==> src/rtl/rename_register_file.sv <==
// rename_register_file: architectural register file with per-register
// reservation tags, multiple reserve (dispatch) ports, multiple commit
// (ROB retire) ports, global flush and optional hardwired-zero register 0.
// Optional feature macro: FCPU_REGFILE_BYPASS_EN (same-cycle commit bypass
// onto the read ports). Default build leaves it disabled.

package fcpu_pkg;
  parameter int DATA_W     = 32;
  parameter int RSV_ID_W   = 5;
  parameter int REG_ADDR_W = 5;
endpackage

module rename_register_file
  import fcpu_pkg::*;
#(
  parameter int N_RD_PORTS  = 3,
  parameter int N_RSV_PORTS = 2,
  parameter int N_CMT_PORTS = 2,
  parameter int ZERO_REG    = 1
) (
  input  logic                                           clk,
  input  logic                                           nrst,
  input  logic [N_RSV_PORTS-1:0]                         rsv,
  input  logic [N_RSV_PORTS-1:0][REG_ADDR_W-1:0]         rsvAddr,
  input  logic [N_RSV_PORTS-1:0][RSV_ID_W-1:0]           rsvId,
  input  logic [N_CMT_PORTS-1:0]                         we,
  input  logic [N_CMT_PORTS-1:0]                         we_invalidate,
  input  logic [N_CMT_PORTS-1:0][RSV_ID_W-1:0]           wrQueAddr,
  input  logic [N_CMT_PORTS-1:0][REG_ADDR_W-1:0]         wrAddr,
  input  logic [N_CMT_PORTS-1:0][DATA_W-1:0]             wrData,
  input  logic                                           flush,
  input  logic [N_RD_PORTS-1:0][REG_ADDR_W-1:0]          rdAddrs,
  output logic [N_RD_PORTS-1:0][RSV_ID_W+DATA_W-1:0]     rdData,
  output logic [N_RD_PORTS-1:0]                          rdData_filled,
  output logic [REG_ADDR_W:0]                            n_pending
);

  localparam int N_REGS = 1 << REG_ADDR_W;

  logic [DATA_W-1:0]   data_reg   [N_REGS];
  logic [DATA_W-1:0]   data_next  [N_REGS];
  logic [RSV_ID_W-1:0] tag_reg    [N_REGS];
  logic [RSV_ID_W-1:0] tag_next   [N_REGS];
  logic                filled_reg [N_REGS];
  logic                filled_next[N_REGS];
  logic [REG_ADDR_W:0] n_pending_reg;
  logic [REG_ADDR_W:0] n_pending_next;

  // Next state per register: commits update data/filled, then reserves
  // (younger than any retiring instruction) override tag and filled; flush
  // drops every reservation but lets same-cycle commits still write data.
  always_comb begin
    for (int r = 0; r < N_REGS; r++) begin
      data_next[r]   = data_reg[r];
      tag_next[r]    = tag_reg[r];
      filled_next[r] = filled_reg[r];
      if ((ZERO_REG != 0) && (r == 0)) begin
        data_next[r]   = '0;
        tag_next[r]    = '0;
        filled_next[r] = 1'b1;
      end else begin
        // Higher commit index overrides lower for data; any tag match fills.
        for (int k = 0; k < N_CMT_PORTS; k++) begin
          if (we[k] && (wrAddr[k] == REG_ADDR_W'(r))) begin
            if (!we_invalidate[k]) begin
              data_next[r] = wrData[k];
            end
            if (tag_reg[r] == wrQueAddr[k]) begin
              filled_next[r] = 1'b1;
            end
          end
        end
        if (flush) begin
          tag_next[r]    = '0;
          filled_next[r] = 1'b1;
        end else begin
          // Higher reserve index is the younger instruction and wins.
          for (int j = 0; j < N_RSV_PORTS; j++) begin
            if (rsv[j] && (rsvAddr[j] == REG_ADDR_W'(r))) begin
              tag_next[r]    = rsvId[j];
              filled_next[r] = 1'b0;
            end
          end
        end
      end
    end
  end

  // Population count of pending registers after the coming edge.
  always_comb begin
    n_pending_next = '0;
    for (int r = 0; r < N_REGS; r++) begin
      n_pending_next = n_pending_next + {{REG_ADDR_W{1'b0}}, ~filled_next[r]};
    end
  end

  // State registers with synchronous active-low reset.
  always_ff @(posedge clk) begin
    if (!nrst) begin
      for (int r = 0; r < N_REGS; r++) begin
        data_reg[r]   <= '0;
        tag_reg[r]    <= '0;
        filled_reg[r] <= 1'b1;
      end
      n_pending_reg <= '0;
    end else begin
      for (int r = 0; r < N_REGS; r++) begin
        data_reg[r]   <= data_next[r];
        tag_reg[r]    <= tag_next[r];
        filled_reg[r] <= filled_next[r];
      end
      n_pending_reg <= n_pending_next;
    end
  end

  assign n_pending = n_pending_reg;

  genvar gi;
  generate
    for (gi = 0; gi < N_RD_PORTS; gi++) begin : g_rd
      logic [RSV_ID_W-1:0] rd_tag;
      logic [DATA_W-1:0]   rd_dat;
      logic                rd_fil;

      // Combinational read of current state, with optional commit bypass.
      always_comb begin
        rd_tag = tag_reg[rdAddrs[gi]];
        rd_dat = data_reg[rdAddrs[gi]];
        rd_fil = filled_reg[rdAddrs[gi]];
`ifdef FCPU_REGFILE_BYPASS_EN
        for (int k = 0; k < N_CMT_PORTS; k++) begin
          if (we[k] && !we_invalidate[k] && (wrAddr[k] == rdAddrs[gi]) &&
              (wrQueAddr[k] == tag_reg[rdAddrs[gi]])) begin
            rd_dat = wrData[k];
            rd_fil = 1'b1;
          end
        end
`endif
        if ((ZERO_REG != 0) && (rdAddrs[gi] == '0)) begin
          rd_tag = '0;
          rd_dat = '0;
          rd_fil = 1'b1;
        end
      end

      assign rdData[gi]        = {rd_tag, rd_dat};
      assign rdData_filled[gi] = rd_fil;
    end
  endgenerate

endmodule

==> config.mk <==
export PLATFORM = sky130hd
export DESIGN_NAME = rename_register_file
export DESIGN_NICKNAME = d
export VERILOG_FILES = /design/src/rtl/rename_register_file.sv
export SDC_FILE = /design/constraint.sdc
export NUM_CORES = 2
export LEC_CHECK = 0
export ABC_CLOCK_PERIOD_IN_PS = 10220
export CAP_MARGIN = 20
export CORE_MARGIN = 10
export CORE_UTILIZATION = 55
export DETAILED_ROUTE_END_ITERATION = 7
export PLACE_DENSITY_LB_ADDON = 0.1
export SYNTH_ARGS = -nofsm -noshare
export SYNTH_HDL_FRONTEND = slang
export SYNTH_SLANG_ARGS = --single-unit
==> constraint.sdc <==
create_clock -name clk -period 10.22 [get_ports clk]
set_clock_uncertainty 0.2 [all_clocks]
set_input_delay 2.044 -clock clk [delete_from_list [all_inputs] [get_ports clk]]
set_output_delay 2.044 -clock clk [all_outputs]
set_load 0.02 [all_outputs]
==> impl_metrics.yaml <==
status:
  outcome: "completed"
clock_network:
  insertion_delay_ps: 830
  clockBufferDepth: 3
  htree_levels: 4
  cts_inserted_buffers: 141
  root_buffer: "clkbuf_16"
  clk_pin_slew_worst_paths_ps: 60
  ctsHoldBuffers: 0
  cts_tree: "built"
  clock-sinks: 1185
  ctsResizeCount: 0
  cts_setup_buffers: 0
die:
  start_util_pct: 55.3
  dieArea_um2: 173000
  ios: 248
  die_x_um: 416
  chipHeight_um: 416
  std_cell_rows: 145
  core_um2: 156000
placed_design:
  placed_cells: 10900
  place_area_um2: 89400
  dp_hpwl_um: 272000
  io_buffers: 247
  gp_congestion: 1.04
synthesis:
  ys_seq_area_share_pct: 27.5
  synthesis.yosys.warnings: 0
  syn_nets: 9746
  yosysTopAreaCellShare_pct: 27.5
  syn_area_um2: 86300
  synthFlopType: "dfxtp_1"
  syn_avg_cell_area_um2: 9.00
  async_reset_ff_share_pct: 0
  synth_area_leaders: "dfxtp_1, mux4_2, a311oi_1, mux2i_1, nor2_1"
  synth-seq-cells: 1185
  synth_edf_count: 0
  synthDistinctLibCells: 68
  synth_cells: 9588
  yosysTopAreaCell: "dfxtp_1"
worst_setup_path:
  path_delay_family: "buffers and inverters"
  reg2reg_to: "n_pending[4]"
  cp-startpoint: "rdAddrs[3]"
  reg2reg_depth: 23
  r2r_setup_slack_ps: 3370
  cp.arrival_ps: 6440
  crit_path_max_incr_delay_ps: 1020
  crit_required_ps: 7980
  cp_slowest_cell: "nand2b_2"
  r2r_start: "tag_reg[14][4]"
  cp-end-kind: "output pin"
  cp_cell_sequence: "clkdlybuf4s50_1 > nand2b_2 > nor2_1 > a21oi_1 > o221ai_1 > clkdlybuf4s50_1"
  crit_top_cell: "clkdlybuf4s50_1"
  cp_num_buf_inv: 2
  critPathKind: "input pin to output pin"
  critPathLaunchType: "input pin"
  critPathMaxFanout: 19
grt:
  grt_pass1_vias: 83000
  grt_start_max_net_pins: 192
  grt_pass1_wl_um: 630000
  antenna_found_initial: 46
  grt-ovfl-total: 0
  grtUsageTotal_pct: 49.9
sta:
  finalSetupTns_ps: 0
  drv_slew: 0
  fin_crit_ps: 8690
  whs_ps: 304
  rsz0062_at_grt: "no"
  max-slew-margin-rel_pct: 10.9
  tightest_slew_ps: 1340
  finalHoldViolCount: 0
  fmax_mhz: 115
  min_period_over_period_pct: 85.0
  setup_viol: 0
detailed_routing:
  wl_um: 452000
  wl_per_cell_um: 40.3
  ant_nets: 0
  via_count: 89800
  drtPass1Iterations: 8
  first_iter_violations: 16500
  drc: 0
  viasPerCell: 8.01
min_path:
  hold_start: "data_reg[14][26]"
  min_path_cells: 2
  min_to: "data_reg[14][26]"
  hold_path_class: "register to register"
layout:
  largest_reg_flops: 992
  drive_above_1_share_pct: 16.9
  stdcell_area_um2: 94200
  num-nets-final: 9168
  layout.cells.non_filler: 11200
  syn_to_final_growth_pct: 9.22
power:
  irDropWorstVdd_mv: 0.174
  p_leak_nw: 31.3
  power_density_nw_per_um2: 124
run:
  drv_cap: 0
## cell usage in the layout, fill, tap and decap left out, drive strengths merged, types with 13 or more instances in the layout
cell type      Yosys  routed
nand2b            40      40
inv               24      28
a311oi           830     830
xnor2            159     159
a31oi             13      13
nor2            1320    1320
nor4              41      41
nand3            570     570
clkinv             0      18
dfxtp           1185    1185
nand2           1030    1030
o221ai            74      74
mux2i            666     666
mux4             758     758
a22oi            108     108
o21ai            440     440
clkbuf           881     213
a211oi           324     324
a22o              69      69
nand4             46      46
diode              0      34
buf              382     321
nor3              13      13
clkdlybuf4s50      0     221
o22ai             37      37
fa                23      23
mux2             114     114
xor2             153     153
a21oi             85      85
o31ai             34      34
nor2b             23      23
a41oi             25      25
## final cells by class
type                       instances  area (µm²)
sequential                      1185       23700
inverter                          24         103
multi-input combinational       7116       57900
antenna                           34        85.1
timing repair buffer             542        5240
fill                           13300       61800
clock buffer                     213        4220
clock inverter                    33         422
tap                             2058        2570
## power breakdown
group	total, mW	switching, mW	internal [mW]
Sequential	4.73	0.0633	4.67
Clock	5.31	2.26	3.05
Combinational	1.68	1.19	0.489
Total	11.7	3.51	8.21
## per-layer routing
layer,up-vias,global-route usage [%],share of wire [%]
met2,8729,67.2,39
met5,-,0.111,0.035
met1,43500,63.9,35
met3,2305,20.2,17
li1,35200,-,-
met4,24,35.9,9.0
## through the flow
stage / total power [mW] / setup slack [ps] / util, %
6_report: 11.7 / 1530 / 60.4
3_3_place_gp: 6.39 / 833 / 57.2
5_1_grt: 11.8 / 1410 / 60.4
4_1_cts: 11.6 / 1740 / 60.3
2_1_floorplan: 5.75 / 2200 / -
3_5_place_dp: 6.41 / 926 / 57.3
## worst register-to-register path: stages (launching register included)
cell and delay, ps:
dfxtp_1 690, xnor2_1 190, nand4_1 110, or4_1 400, a221oi_1 430, nor2_1 120
fa_1 670, inv_1 80, fa_1 470, inv_1 50, fa_1 520, fa_1 430
fa_1 500, inv_1 50, fa_1 470, inv_1 50, fa_1 380, inv_1 90
fa_1 210, inv_1 50, a21o_1 160, a21oi_1 160, xor2_1 170, nor2_1 50
## Yosys cell counts, types with 114 or more instances
| library cell | count |
|---|---|
| a211oi_1 | 324 |
| mux2i_1 | 666 |
| buf_2 | 269 |
| mux2_2 | 114 |
| nand2_1 | 1030 |
| dfxtp_1 | 1185 |
| mux4_2 | 758 |
| clkbuf_1 | 881 |
| xor2_1 | 153 |
| nor2_1 | 1312 |
| o21ai_0 | 440 |
| nand3_1 | 570 |
| xnor2_1 | 159 |
| a311oi_1 | 830 |
## worst max path at each step
stage | endpoint | slack, ps | depth (start not counted)
floorplan | n_pending[4] | 2200 | 24
detailed placement | n_pending[4] | 930 | 23
global placement | n_pending[4] | 830 | 23
global route | n_pending[4] | 1410 | 26
finish | rdData[13] | 1530 | 6
CTS | n_pending[4] | 1740 | 23
## logic make-up (layout without fill, tap and decap cells)
family                   Yosys count  in the layout  share of synthesized area (%)
adder cells (fa/ha/maj)           30             30                          0.635
buffers and inverters           1287            812                           6.15
other                              1             35                        0.00435
AND/OR/NAND/NOR                 3146           3146                           15.4
XOR/XNOR                         312            312                           3.17
AO/OA/AOI/OAI                   2089           2089                           18.1
multiplexers                    1538           1538                           29.0
flip-flops                      1185           1185                           27.5
(Power assumes the default switching activity.)
